==> config.mk <==
export PLATFORM = sky130hd
export DESIGN_NAME = event_trace_packer
export DESIGN_NICKNAME = d
export VERILOG_FILES = /design/src/rtl/event_trace_packer.sv
export SDC_FILE = /design/constraint.sdc
export NUM_CORES = 1
export LEC_CHECK = 0
export CORE_MARGIN = 1
export CORE_UTILIZATION = 31
export CTS_BUF_LIST = sky130_fd_sc_hd__clkbuf_4
export DETAILED_ROUTE_END_ITERATION = 10
export DONT_BUFFER_PORTS = 1
export GPL_ROUTABILITY_DRIVEN = 1
export PLACE_DENSITY_LB_ADDON = 0.1
export SETUP_SLACK_MARGIN = 0.15
export SLEW_MARGIN = 20
export SYNTH_ARGS = -nofsm -noshare
export SYNTH_HDL_FRONTEND = slang
export SYNTH_SLANG_ARGS = --single-unit
==> constraint.sdc <==
create_clock -name clk -period 5.05 [get_ports clk]
set_clock_uncertainty 0.15 [all_clocks]
set_input_delay 0.7575 -clock clk [delete_from_list [all_inputs] [get_ports clk]]
set_output_delay 0.7575 -clock clk [all_outputs]
set_load 0.005 [all_outputs]
==> src/rtl/event_trace_packer.sv <==
// event_trace_packer: packs per-channel edge pulses into timestamped words,
// buffers them in a FIFO and drives them out as an AXI4-Stream master.
// Word layout (MSB..LSB): {rise_vec, fall_vec, timestamp}.
// Optional build macro TRACE_OVERFLOW_MARKER_EN: after a drop, insert one
// marker word {all ones, all ones, timestamp} at the first idle, non-full slot.
module event_trace_packer #(
  parameter int unsigned NUM_CH     = 4,
  parameter int unsigned TS_W       = 32,
  parameter int unsigned FIFO_DEPTH = 16,
  parameter int unsigned DROP_W     = 16
) (
  input  logic                          clk,
  input  logic                          resetn,
  input  logic                          enable,
  input  logic [NUM_CH-1:0]             rise_pulse,
  input  logic [NUM_CH-1:0]             fall_pulse,
  output logic [2*NUM_CH+TS_W-1:0]      m_axis_tdata,
  output logic                          m_axis_tvalid,
  input  logic                          m_axis_tready,
  output logic [$clog2(FIFO_DEPTH):0]   fifo_level,
  output logic [DROP_W-1:0]             dropped_count,
  output logic                          overflow
);

  localparam int unsigned DATA_W = 2 * NUM_CH + TS_W;
  localparam int unsigned PTR_W  = $clog2(FIFO_DEPTH);
  localparam int unsigned LVL_W  = PTR_W + 1;

  // Reset synchronizer: asserts asynchronously, releases on the clock.
  logic r_rst_meta;
  logic r_rst_n;

  // Free-running timestamp.
  logic [TS_W-1:0] r_ts;

  // Capture stage: one word per event cycle.
  logic              r_ev_valid;
  logic [NUM_CH-1:0] r_ev_rise;
  logic [NUM_CH-1:0] r_ev_fall;
  logic [TS_W-1:0]   r_ev_ts;

  // Buffer storage; the output register holds the head word.
  logic [DATA_W-1:0] r_mem [FIFO_DEPTH];
  logic [PTR_W-1:0]  r_wr_ptr;
  logic [PTR_W-1:0]  r_rd_ptr;
  logic [LVL_W-1:0]  r_level;
  logic [DATA_W-1:0] r_tdata;
  logic              r_tvalid;
  logic [DROP_W-1:0] r_dropped;
  logic              r_overflow;
`ifdef TRACE_OVERFLOW_MARKER_EN
  logic              r_mark_pend;
`endif

  logic              w_event;
  logic              w_full;
  logic              w_pop;
  logic              w_load;
  logic [LVL_W-1:0]  w_mem_cnt;
  logic              w_mem_empty;
  logic              w_mark_ins;
  logic              w_wr_req;
  logic [DATA_W-1:0] w_wr_data;
  logic              w_push;
  logic              w_drop;
  logic              w_bypass;
  logic              w_mem_wr;
  logic              w_mem_rd;

  // Two-flop reset synchronizer for clean deassertion.
  always_ff @(posedge clk or negedge resetn) begin
    if (!resetn) begin
      r_rst_meta <= 1'b0;
      r_rst_n    <= 1'b0;
    end else begin
      r_rst_meta <= 1'b1;
      r_rst_n    <= r_rst_meta;
    end
  end

  // Timestamp counter, wraps silently.
  always_ff @(posedge clk or negedge r_rst_n) begin
    if (!r_rst_n) begin
      r_ts <= '0;
    end else begin
      r_ts <= r_ts + TS_W'(1);
    end
  end

  assign w_event = enable & ((|rise_pulse) | (|fall_pulse));

  // Capture pulses with the pre-increment timestamp.
  always_ff @(posedge clk or negedge r_rst_n) begin
    if (!r_rst_n) begin
      r_ev_valid <= 1'b0;
      r_ev_rise  <= '0;
      r_ev_fall  <= '0;
      r_ev_ts    <= '0;
    end else begin
      r_ev_valid <= w_event;
      if (w_event) begin
        r_ev_rise <= rise_pulse;
        r_ev_fall <= fall_pulse;
        r_ev_ts   <= r_ts;
      end
    end
  end

  // Write/pop decisions; a full buffer still accepts when it pops this cycle.
  always_comb begin
    w_full      = (r_level == LVL_W'(FIFO_DEPTH));
    w_pop       = r_tvalid & m_axis_tready;
    w_load      = ~r_tvalid | w_pop;
    w_mem_cnt   = r_level - LVL_W'(r_tvalid);
    w_mem_empty = (w_mem_cnt == '0);
`ifdef TRACE_OVERFLOW_MARKER_EN
    w_mark_ins  = r_mark_pend & ~r_ev_valid & ~w_full;
`else
    w_mark_ins  = 1'b0;
`endif
    w_wr_req    = r_ev_valid | w_mark_ins;
    if (r_ev_valid) begin
      w_wr_data = {r_ev_rise, r_ev_fall, r_ev_ts};
    end else begin
      w_wr_data = {{NUM_CH{1'b1}}, {NUM_CH{1'b1}}, r_ts};
    end
    w_push      = w_wr_req & (~w_full | w_pop);
    w_drop      = r_ev_valid & w_full & ~w_pop;
    w_bypass    = w_push & w_load & w_mem_empty;
    w_mem_wr    = w_push & ~w_bypass;
    w_mem_rd    = w_load & ~w_mem_empty;
  end

  // Storage array, no reset needed: occupancy is tracked by the pointers.
  always_ff @(posedge clk) begin
    if (w_mem_wr) begin
      r_mem[r_wr_ptr] <= w_wr_data;
    end
  end

  // Pointers, occupancy and the registered stream head.
  always_ff @(posedge clk or negedge r_rst_n) begin
    if (!r_rst_n) begin
      r_wr_ptr <= '0;
      r_rd_ptr <= '0;
      r_level  <= '0;
      r_tdata  <= '0;
      r_tvalid <= 1'b0;
    end else begin
      if (w_mem_wr) begin
        r_wr_ptr <= r_wr_ptr + PTR_W'(1);
      end
      if (w_mem_rd) begin
        r_rd_ptr <= r_rd_ptr + PTR_W'(1);
      end
      r_level <= r_level + LVL_W'(w_push) - LVL_W'(w_pop);
      if (w_load) begin
        if (w_mem_rd) begin
          r_tdata  <= r_mem[r_rd_ptr];
          r_tvalid <= 1'b1;
        end else if (w_push) begin
          r_tdata  <= w_wr_data;
          r_tvalid <= 1'b1;
        end else begin
          r_tvalid <= 1'b0;
        end
      end
    end
  end

  // Saturating drop counter and sticky overflow flag.
  always_ff @(posedge clk or negedge r_rst_n) begin
    if (!r_rst_n) begin
      r_dropped  <= '0;
      r_overflow <= 1'b0;
    end else begin
      if (w_drop && (r_dropped != {DROP_W{1'b1}})) begin
        r_dropped <= r_dropped + DROP_W'(1);
      end
      if (w_drop) begin
        r_overflow <= 1'b1;
      end
    end
  end

`ifdef TRACE_OVERFLOW_MARKER_EN
  // One pending marker covers any number of drops before it is inserted.
  always_ff @(posedge clk or negedge r_rst_n) begin
    if (!r_rst_n) begin
      r_mark_pend <= 1'b0;
    end else if (w_drop) begin
      r_mark_pend <= 1'b1;
    end else if (w_mark_ins) begin
      r_mark_pend <= 1'b0;
    end
  end
`endif

  assign m_axis_tdata  = r_tdata;
  assign m_axis_tvalid = r_tvalid;
  assign fifo_level    = r_level;
  assign dropped_count = r_dropped;
  assign overflow      = r_overflow;

endmodule

After elaboration in Yosys (flattened, before gate mapping)
Memories as Yosys holds them, arrays and structs flattened. Cells that the tools add are included.

Input port bits: 12. Memories: 1. Word-level logic and storage cells: 54. Memory bits (writable): 640. Register bits after elaboration: 146. Output and inout bits: 63.

Memory list: r_mem (words 16, width 40, read ports 1, clocked after memory_dff 0, wr ports 1, RTL line 43) `logic [DATA_W-1:0] r_mem [FIFO_DEPTH];`.

Add/subtract/negate cells: 7. Eq/ne operators: 2. Multiplexer cells: 7. Reductions and logical operators: 6. Bitwise gates (word level): 17.

Operators with widths (number): 40-bit two-way mux (3); 32-bit by 1-bit adder with 32-bit output (second input constant) (1); 16-bit by 1-bit adder with 16-bit output (second input constant) (1); 16-bit != test (second input constant) (1); 5-bit by 1-bit subtractor with 5-bit output (2); 1-bit AND (9); 4-bit by 1-bit adder with 4-bit output (second input constant) (2); 4-bit OR reduction (2); 5-bit by 1-bit adder with 5-bit output (1); 5-bit == test (second input constant) (1); 5-bit zero test (1); 1-bit NOT (5); 1-bit two-way mux (4); 1-bit OR (3); 2-bit AND reduction (1); 2-bit nonzero test (1); 1-bit logical AND (1).

Longest topological paths before layout
Gate-level depths: netlist of the first run.

Depth after elaboration: 10. Gate-level depth with buffers: 14. Gate-level depth less buffers: 12.

Worst setup path after synthesis of the first run
Ideal clock, no wire load.

Path type: reg-to-reg. Start: reg r_level[2] (netlist: fifo_level[2]). End: mem r_mem[4][0] (netlist bit) (enable). Buffers on the path: 1. Path slack: -0.318 ns. Data required time: 4.405 ns. Stages on the path, launching flop included: 9. Arrival: 4.722 ns. Library setup time: 0.495 ns. Period minus slack after synthesis: 5.368 ns. Cell sequence: dfrtp_1 -> inv_1 -> ha_1 -> and4bb_1 -> a21bo_2 -> buf_2 -> a31oi_2 -> nand2_1 -> nor3b_1.

Cells in the longest elaborated chain, start to end: 10. Elaborated cells on any way between the ends: 12. Classes of those cells: 1 x add/sub; 1 x eq/ne; 2 x mux; 7 x bitwise; 1 x reduce/logical.

RTL lines: from (decl) (RTL line 46) `logic [LVL_W-1:0] r_level;`; from (signal assigned) (RTL line 156) `r_level <= r_level + LVL_W'(w_push) - LVL_W'(w_pop);`; branches (longest 7 deep; another with 5-bit by 1-bit subtractor with 5-bit output); 1-bit AND (*) (RTL line 130) `w_mem_wr = w_push & ~w_bypass;`; 1-bit two-way mux (*) (RTL line 136) `if (w_mem_wr) begin`; 1-bit two-way mux (not written as such) (*) (RTL line 137) `r_mem[r_wr_ptr] <= w_wr_data;`; to (decl) (RTL line 43).

Mark *: on every way between the ends.

Worst setup path after layout of the first run
Start: reg r_level[1] (netlist: fifo_level[1]). End: mem r_mem[2][9] (netlist bit) (enable).

Same word-level chain as after synthesis.

==> results of run 1 <==
-- what timing repair did --
item	in CTS	in global routing
hold buffers	24	0
gates resized for setup	0	0
buffers inserted	0	0
hold endpoints to repair	13	0
-- layout make-up --
class,instances,area share (%)
Clock buffer,323,6.718
Sequential cell,786,63.42
Tap cell,1287,4.461
Timing Repair Buffer,77,2.218
Multi-Input combinational cell,654,21.78
Antenna cell,11,0.07626
Clock inverter,74,1.092
Inverter,23,0.2392
-- cell families (layout without fill, tap and decap cells) --
family,Yosys count,count (layout)
muxes,265,265
DFF,786,786
other,1,12
xor gates and xnor gates,55,55
adders and majority gates,16,16
buffers and inverters,100,497
AOI/OAI and AO/OA,73,73
and+or+nand+nor,244,244
-- worst min path at each step --
stage | from | to | depth (start not counted)
after floorplan | r_rst_meta$_DFF_PN0_ | r_rst_n$_DFF_PN0_ | 0
after global placement | r_rst_meta$_DFF_PN0_ | r_rst_n$_DFF_PN0_ | 0
after detailed placement | r_rst_meta$_DFF_PN0_ | r_rst_n$_DFF_PN0_ | 0
after CTS | m_axis_tready | m_axis_tdata[32]$_DFFE_PN0P_ | 3
after global routing | m_axis_tready | m_axis_tdata[32]$_DFFE_PN0P_ | 3
final | m_axis_tready | m_axis_tdata[37]$_DFFE_PN0P_ | 3
-- power by group --
group	switching, uW	internal [uW]
registers	747	7750
logic	2060	2270
clock network	2720	3070
total	5530	13100
-- critical path, cell delays in order, from the launching register on --
cell and delay, ns:
dfrtp_1 0.46, inv_1 0.17, ha_1 0.20, nand2b_1 0.07
a41o_1 0.36, a31oi_2 0.64, nor3b_1 0.39, and2_2 0.55
buf_4 0.36
-- routing by layer --
| metal | share of wire [%] | routed length [um] |
|---|---|---|
| met5 | 0 | 0 |
| met4 | 2.2 | 1731 |
| met3 | 4.8 | 3786 |
| met2 | 49 | 38370 |
| met1 | 44 | 34750 |
-- flip-flops by register name, indices dropped and copies added, names as in the netlist --
name and cells:
r_ts 32, r_rst_n 1, fifo_level 5, overflow 1, r_wr_ptr 4, r_ev_ts 32
r_ev_rise 4, m_axis_tdata 40, r_rst_meta 1, r_mem 640, dropped_count 16, m_axis_tvalid 1
r_rd_ptr 4, r_ev_valid 1, r_ev_fall 4
-- cell usage after synthesis (all sizes together) --
library cell,number,area share [%]
a2111oi,1,0.088
a211o,1,0.028
a211oi,6,0.24
a21bo,1,0.032
a21o,1,0.024
a21oi,5,0.080
a311oi,1,0.028
a31oi,4,0.10
a41o,1,0.032
and2,12,0.24
and3,6,0.12
and3b,1,0.028
and4,6,0.17
and4bb,1,0.040
buf,47,0.94
clkbuf,30,0.36
conb,1,0.012
dfrtp,146,12
edfxtp,640,62
fa,1,0.064
ha,15,0.60
inv,23,0.28
mux2,67,2.4
mux2i,6,0.19
mux4,192,14
nand2,63,0.76
nand2b,47,0.94
nand3,13,0.21
nand4,15,0.30
nor2,30,0.36
nor2b,2,0.040
nor3,3,0.064
nor3b,5,0.12
nor4,3,0.080
o21ai,11,0.18
o22ai,10,0.20
o311a,31,1.0
or2,32,0.64
or3,2,0.040
or4,3,0.072
xnor2,37,1.0
xor2,18,0.51
-- stage by stage --
stage	util, %	worst slack (ns)
after floorplan	-	-0.3176
after global placement	33.34	1.399
after detailed placement	33.34	1.324
after CTS	36.43	1.283
after global routing	36.46	1.062
final	36.46	1.333
==> results.toml, run 1 <==
[status]
status = "finished, final reports clean"

[timing]
min_period_ns = 3.717
rsz0062_at_grt = "no"
finalCritPeriodShare_pct = 73.61
setup_violations = 0
fmax_ghz = 0.2690
hold_viol = 0
fin_tns_setup_ns = 0
slew_headroom_pct = 31.90
hold_ws_ns = 0.1637
worst_slew_pin_slew_ns = 1.022
report.final.slew_viol_count = 0

[worst_setup_path]
start_kind = "flop"
critPathKind = "reg -> reg"
endpoint_kind = "flop"
regToRegStartpoint = "fifo_level[1]$_DFF_PN0_"
critPathArrivalTime_ns = 4.27
reg2reg_depth = 8
reg2reg_slack_ns = 1.33
startpoint = "fifo_level[1]$_DFF_PN0_"
r2r-end = "r_mem[2][9]$_DFFE_PP_"
critical_path_required_ns = 5.61
crit_path_max_fanout = 18
worstSetupEndpoint = "r_mem[2][9]$_DFFE_PP_"

[clocking]
clockBufferDepth = 3
cts_made_buffers = 218
path_clk_slew_ns = 0.06
cts.sinks = 786
cts_max_level = 4
cts_tree = "yes"
worstSkewPairLatency_ns = 1.07
cts-root-buf = "clkbuf_4"

[grt]
gr-usage-met1_pct = 20.21
global_route.usage.met3_pct = 4.236
grt_overflow = 0
antenna_found_initial = 2
grt_max_degree = 145
grt_pass1_vias = 16970
gr-usage-met2_pct = 25.80
grt_pass1_wl_um = 116400
track_usage_pct = 15.82
grt.busiest_layer = "met2"

[placed_design]
place_area_mm2 = 0.03301
gp_congestion = 0.7231
dp_cells = 2803
dpl.hpwl_um = 45780
port-buffer-count = 0

[floorplan]
die_x_um = 319.0
die_area_mm2 = 0.1017
die_y_um = 319.0
ioPinCount = 75
rows = 115
initial_utilization_pct = 31.46
core-area_mm2 = 0.09899

[finish]
stdcell_area_mm2 = 0.03610
layout.nets = 1788
areaGrowthSynthToFinish_pct = 15.90
final_cell_mix = "edfxtp_1, clkbuf_4, mux4_2"
regArea_mm2 = 0.02289
final_common_cell = "edfxtp_1"
drive_gt1_share_pct = 37.58
multi_input_area_mm2 = 0.007860
instances_no_fill = 3235
nFillCells = 9270

[logic_synthesis]
synth_fa_ha_area_share_pct = 0.6669
ys_warn_count = 0
syn_area_mm2 = 0.03114
yosysSeqAreaShare_pct = 73.44
synth_compound_area_share_pct = 2.029
synth_top_family_by_area = "multiplexers"
ys_ff_latch = 786
syn_avg_cell_area_um2 = 20.22
synth_nets = 1568
synth-xor-area-share_pct = 1.547
synth_mux_area_share_pct = 16.50
synth_cell_types = 51
synth-simple-area-share_pct = 4.234
syn-instance-count = 1540

[pwr]
leakage_uw = 0.01235
p_total_uw = 18630
vdd_drop_max_mv = 0.2267
power.density_mw_per_mm2 = 516.0

[drt]
wl_per_cell_um = 24.31
ant_nets = 0
drc = 0
firstDrtPassIters = 5
routed_via_density = 4.814
vias = 15570
wl_um = 78640
drt_iter0_markers = 912

[hold_path]
hold_class = "in -> reg"

[run]
cap_violations = 0
Power figures use the tool's default switching activity.
==> run 2: changes to the inputs <==
--- a/config.mk
+++ b/config.mk
@@ -5,6 +5,7 @@
 export SDC_FILE = /design/constraint.sdc
 export NUM_CORES = 1
 export LEC_CHECK = 0
+export ABC_AREA = 1
 export CORE_MARGIN = 1
 export CORE_UTILIZATION = 31
 export CTS_BUF_LIST = sky130_fd_sc_hd__clkbuf_4
==> constraint.sdc (replaced) <==
create_clock -name clk -period 3.4 [get_ports clk]
set_clock_uncertainty 0.15 [all_clocks]
set_input_delay 0.51 -clock clk [delete_from_list [all_inputs] [get_ports clk]]
set_output_delay 0.51 -clock clk [all_outputs]
set_load 0.005 [all_outputs]
==> run 2 against run 1 <==
First-iteration DRC count increased by 90%. Fmax increased by 26%. Global-route usage increased by 2.5 points. Via count increased by 51%.
==> results.toml, run 2 <==
[drt]
wl_um = 100200
wl_per_cell_um = 19.98
drc = 0
vias = 23570
ant_nets = 0
routed_via_density = 4.699
firstDrtPassIters = 5
drt_iter0_markers = 1731

[worst_setup_path]
critPathArrivalTime_ns = 3.50
start_kind = "flop"
critical_path_required_ns = 3.95
critPathKind = "reg -> reg"
endpoint_kind = "flop"
crit_path_max_fanout = 24

[timing]
report.final.slew_viol_count = 0
worst_slew_pin_slew_ns = 1.103
rsz0062_at_grt = "no"
finalCritPeriodShare_pct = 86.83
fmax_ghz = 0.3387
fin_ws_ns = 0.4476
setup_violations = 0
slew_headroom_pct = 26.46
min_period_ns = 2.952
hold_ws_ns = 0.1779
hold_viol = 0

[logic_synthesis]
synth_area_leaders = "edfxtp_1, nand2_1, dfrtp_1, nand3_1, inv_1"
synth_compound_area_share_pct = 2.886
yosysSeqAreaShare_pct = 67.64
synth_fa_ha_area_share_pct = 0.6143
synth-xor-area-share_pct = 1.269
synth_top_flop_cell = "edfxtp_1"
synth_cell_types = 35
syn-instance-count = 3266
ys_warn_count = 0
synth_mux_area_share_pct = 0
yosysTopAreaCell = "edfxtp_1"
synth_top_family_by_area = "simple AND/OR/NAND/NOR gates"
syn_area_mm2 = 0.03381
syn_avg_cell_area_um2 = 10.35
synth_top_area_share_pct = 56.84
synth.most_common_cell = "nand2_1"
postSynth.asyncResetShare_pct = 18.58
ys_ff_latch = 786
synth_top_cells_by_count = "nand2_1, edfxtp_1, nand3_1, inv_1, nor2_1"
synth_nets = 3294
synth_edf_count = 640
synth-simple-area-share_pct = 22.46

[hold_path]
hold_class = "reg -> async"

[floorplan]
die_area_mm2 = 0.1104
core-area_mm2 = 0.1077
ioPinCount = 75
initial_utilization_pct = 31.41
rows = 120
die_y_um = 332.3
die_x_um = 332.3

[pwr]
p_total_uw = 30460
p_sw_uw = 11430
clockPowerShare_pct = 29.1
p_comb_share_pct = 31.2
vdd_drop_max_mv = 0.5457
netSwitchingFraction_pct = 37.53
power.density_mw_per_mm2 = 780.5
power.internal_uw = 19030
pwr-share-seq_pct = 39.7
leakage_uw = 0.01600

[run]
cap_violations = 0

[placed_design]
place_area_mm2 = 0.03587
pre_cts_slack_ns = 0.6161
gp_congestion = 0.8266
port-buffer-count = 0
dpl.hpwl_um = 56120

[grt]
grt_pass1_vias = 23940
grt_max_degree = 137
antenna_found_initial = 2
grt_pass1_wl_um = 151400
track_usage_pct = 18.30
grt_overflow = 0

[clocking]
clockBufferDepth = 3
cts.sinks = 786
path_clk_slew_ns = 0.06
cts-root-buf = "clkbuf_4"
cts_made_buffers = 213
cts_max_level = 4
cts_tree = "yes"
post_cts.repair.setup_buffers = 0
worstSkewPairLatency_ns = 1.08

[finish]
largest_register = "r_mem"
final_util_pct = 36.25
stdcell_area_mm2 = 0.03903
final_common_cell = "nand2_1"
nFillCells = 10730
multi_input_area_mm2 = 0.009410
layout.nets = 3457
areaGrowthSynthToFinish_pct = 15.42
largest_reg_flops = 640
final_cell_mix = "nand2_1, edfxtp_1, nand3_1"
regArea_mm2 = 0.02289
drive_gt1_share_pct = 14.41

[status]
status = "finished, final reports clean"
[run 2: cell count changes in the layout (fill, tap and decap cells not counted), sizes merged, moves of 40 or more]
cell	delta
a21oi	+40
buf	+40
inv	+174
mux2	-67
mux4	-192
nand2	+1230
nand2b	-46
nand3	+333
nor2	+127
o21ai	+139
[run 2: cell families after synthesis]
kind of cell	Yosys count
AND/OR/NAND/NOR	1853
flip-flops	786
AO/OA/AOI/OAI	195
other	1
XOR/XNOR	49
buffers and inverters	366
adder cells (fa/ha/maj)	16
[run 2: per-layer routing]
layer	wire [um]	global-route usage, %
met2	45860	28.95
met3	5318	3.532
met1	46910	25.18
met5	0	0
met4	2127	5.910
[run 2: stage by stage]
stage          setup TNS (ns)  instances
2_1_floorplan          -73.01       3266
3_3_place_gp                0       4593
3_5_place_dp                0       4593
4_1_cts                     0       5012
5_1_grt                     0       5013
6_report                    0       5015
[run 2: cell type report]
type                       instances  share of cell area, %
sequential                       786                  58.65
clock inverter                    53                 0.8432
inverter                         197                  1.930
antenna                            3                0.01924
tap                             1403                  4.498
multi-input combinational       2114                  24.11
clock buffer                     342                  6.579
timing repair buffer             117                  3.366
[run 2: timing repair]
| action | 4_1_cts | 5_1_grt |
|---|---|---|
| hold buffers | 24 | 0 |
| endpoints found under the setup margin | 0 | 0 |
| resized for setup | 0 | 0 |
| hold endpoints to repair | 90 | 0 |
[run 2: final timing paths]
| kind | start | end | slack (ns) | cells after the start |
|---|---|---|---|---|
| max | m_axis_tvalid$_DFFE_PN0P_ | r_mem[13][13]$_DFFE_PP_ | 0.45 | 9 |
| min | r_rst_n$_DFF_PN0_ | m_axis_tdata[1]$_DFFE_PN0P_ | 0.18 | 0 |
| max reg2reg | m_axis_tvalid$_DFFE_PN0P_ | r_mem[13][13]$_DFFE_PP_ | 0.45 | 9 |
| min reg2reg | r_rst_n$_DFF_PN0_ | m_axis_tdata[1]$_DFFE_PN0P_ | 0.18 | 0 |
| max in group asynchronous | r_rst_n$_DFF_PN0_ | m_axis_tdata[21]$_DFFE_PN0P_ | 2.03 | 1 |
| min in group clk | r_rst_meta$_DFF_PN0_ | r_rst_n$_DFF_PN0_ | 0.21 | 0 |
[run 2: power groups by stage]
stage	Combinational (uW)	Clock (uW)	Sequential (uW)
floorplan	6590	0	12100
global placement	9640	0	12300
detailed placement	9630	0	12300
CTS	9690	9220	12100
global route	10700	9660	12200
finish	9500	8860	12100
[run 2: critical path, stage by stage, from the launching register on]
cell,delay [ns]
dfrtp_1,0.42
inv_1,0.07
nor2_1,0.08
dlygate4sd3_1,0.56
inv_2,0.07
nand3_1,0.17
nand2_1,0.12
buf_12,0.19
nor3_4,0.41
buf_12,0.31
==> run 3: changes to the inputs <==
--- a/config.mk
+++ b/config.mk
@@ -6,6 +6,7 @@
 export NUM_CORES = 1
 export LEC_CHECK = 0
 export ABC_AREA = 1
+export CAP_MARGIN = 15
 export CORE_MARGIN = 1
 export CORE_UTILIZATION = 31
 export CTS_BUF_LIST = sky130_fd_sc_hd__clkbuf_4
==> constraint.sdc (replaced) <==
create_clock -name clk -period 3.4 [get_ports clk]
set_clock_uncertainty 0.15 [all_clocks]
set_input_delay 0.34 -clock clk [delete_from_list [all_inputs] [get_ports clk]]
set_output_delay 0.34 -clock clk [all_outputs]
set_load 0.005 [all_outputs]
==> run 3 against run 2 <==
Final cell count is 0.38% higher. Utilization hardly changed. Combinational power is 0.8% higher. Count of clock-buffer cells in the layout stayed put. Sequential share of layout area is 0.056 points lower. Die area stayed put. Cell area hardly changed. First-iteration DRC count is 3.5% higher. Non-clock buffer count is 14 higher. Sequential power hardly changed. Setup slack worse by 0.096 ns. Register-to-register slack worse by 0.096 ns. Largest power group unchanged.
==> results.toml, run 3 (synthesis gave the netlist of run 2 again) <==
[clocking]
cts.sinks = 786
cts-root-buf = "clkbuf_4"
cts_tree = "yes"
clockBufferDepth = 3
cts_resized = 0
worstSkewPairLatency_ns = 1.11
cts_made_buffers = 215
cts_max_level = 4
path_clk_slew_ns = 0.06

[floorplan]
initial_utilization_pct = 31.41
die_x_um = 332.3
die_area_mm2 = 0.1104
die_y_um = 332.3
core-area_mm2 = 0.1077
ioPinCount = 75
rows = 120

[timing]
fin_ws_ns = 0.3517
fmax_ghz = 0.3280
worst_slew_pin_slew_ns = 1.069
hold_viol = 0
finalCritPeriodShare_pct = 89.66
slew_headroom_pct = 28.71
report.final.slew_viol_count = 0
min_period_ns = 3.048
rsz0062_at_grt = "no"
setup_violations = 0

[finish]
final_cell_mix = "nand2_1, edfxtp_1, nand3_1"
layout.nets = 3473
nFillCells = 10780
largest_reg_flops = 640
stdcell_area_mm2 = 0.03906
largest_register = "r_mem"
drive_gt1_share_pct = 14.77
areaGrowthSynthToFinish_pct = 15.53
final_common_cell = "nand2_1"

[drt]
drc = 0
vias = 23680
drt_iter0_markers = 1792
wl_um = 102200
wl_per_cell_um = 20.30
ant_nets = 0
firstDrtPassIters = 6
routed_via_density = 4.704

[worst_setup_path]
critPathKind = "reg -> reg"
crit_path_max_fanout = 40
reg2reg_depth = 10
critical_path_required_ns = 3.91
endpoint_kind = "flop"
start_kind = "flop"
critPathArrivalTime_ns = 3.56

[grt]
grt_pass1_wl_um = 152300
antenna_found_initial = 1
track_usage_pct = 18.54
grt_max_degree = 129
grt_overflow = 0
grt_pass1_vias = 23750

[placed_design]
gp_congestion = 0.8252
pre_cts_slack_ns = 0.3917
dpl.hpwl_um = 56090
place_area_mm2 = 0.03586
port-buffer-count = 0

[pwr]
leakage_uw = 0.01605
p_sw_uw = 11590
power.internal_uw = 18930
clockPowerShare_pct = 29.0
p_comb_share_pct = 31.4
netSwitchingFraction_pct = 37.96
pwr-share-seq_pct = 39.6
power.density_mw_per_mm2 = 781.3
vdd_drop_max_mv = 0.5944

[status]
status = "finished, final reports clean"

[hold_path]
hold_path_depth = 0
hold_class = "reg -> reg"

[run]
cap_violations = 0
## run 3: cell count changes in the layout (fill, tap and decap cells not counted), moves of 2 or more
cell and delta:
clkinv_2 +6, clkinvlp_4 -2, buf_12 -7, inv_6 +6
dlygate4sd3_1 +5, inv_2 -3, bufinv_16 -2, clkinv_4 +2
buf_4 +15
## run 3: final cells by class
| cell class | instances | area (um2) | share of cell area (%) |
|---|---|---|---|
| sequential | 786 | 22890 | 58.60 |
| antenna | 2 | 5.005 | 0.01281 |
| inverter | 197 | 753.2 | 1.928 |
| clock inverter | 59 | 339.1 | 0.8680 |
| tap | 1403 | 1755 | 4.494 |
| multi-input combinational | 2114 | 9403 | 24.07 |
| clock buffer | 342 | 2567 | 6.572 |
| timing repair buffer | 131 | 1351 | 3.459 |
## run 3: layer usage
metal / up-vias / wire length (um) / GRT usage, %
met5: - / 0 / 0
met1: 11430 / 47810 / 25.62
met2: 689 / 45830 / 28.84
li1: 11360 / - / -
met3: 196 / 6031 / 3.713
met4: 0 / 2497 / 6.590
## run 3: power groups by stage
stage | Sequential, uW | Combinational [uW] | Clock [uW]
floorplan | 12100 | 6590 | 0
finish | 12100 | 9580 | 8840
detailed placement | 12300 | 9670 | 0
CTS | 12100 | 9730 | 9190
global placement | 12300 | 9660 | 0
global route | 12200 | 10700 | 9680
## run 3: stage by stage
stage | total power, uW | setup TNS (ns) | utilization, % | std cells | hold WS, ns
after detailed placement | 21990 | 0 | 33.31 | 4602 | -0.1055
final | 30520 | 0 | 36.29 | 5034 | 0.1969
after floorplan | 18660 | -73.01 | - | 3266 | -0.1056
after global placement | 21970 | 0 | 33.30 | 4601 | -0.1055
after global routing | 32570 | 0 | 36.28 | 5033 | 0.1180
after CTS | 31050 | 0 | 36.28 | 5032 | 0.03454
## run 3: worst paths after layout
check,start,to,slack (ns)
setup / recovery,fifo_level[2]$_DFF_PN0_,r_mem[6][13]$_DFFE_PP_,0.35
hold / removal,r_rst_meta$_DFF_PN0_,r_rst_n$_DFF_PN0_,0.20
setup reg to reg,fifo_level[2]$_DFF_PN0_,r_mem[6][13]$_DFFE_PP_,0.35
hold reg to reg,r_rst_meta$_DFF_PN0_,r_rst_n$_DFF_PN0_,0.20
max in group asynchronous,r_rst_n$_DFF_PN0_,dropped_count[13]$_DFFE_PN0P_,1.87
min in group asynchronous,r_rst_n$_DFF_PN0_,m_axis_tdata[8]$_DFFE_PN0P_,0.22
## run 3: critical path: stages, from the launching register on
cell,delay (ns)
dfrtp_1,0.38
inv_1,0.14
ha_1,0.21
nand2_1,0.07
nand3_1,0.06
nand2_1,0.09
nand3_1,0.19
nand2_1,0.16
buf_4,0.27
nor3_4,0.13
buf_4,0.73
## run 3: repair_timing
action,CTS,global route
hold endpoints to repair,114,0
setup buffers,0,0
hold buffers,29,0
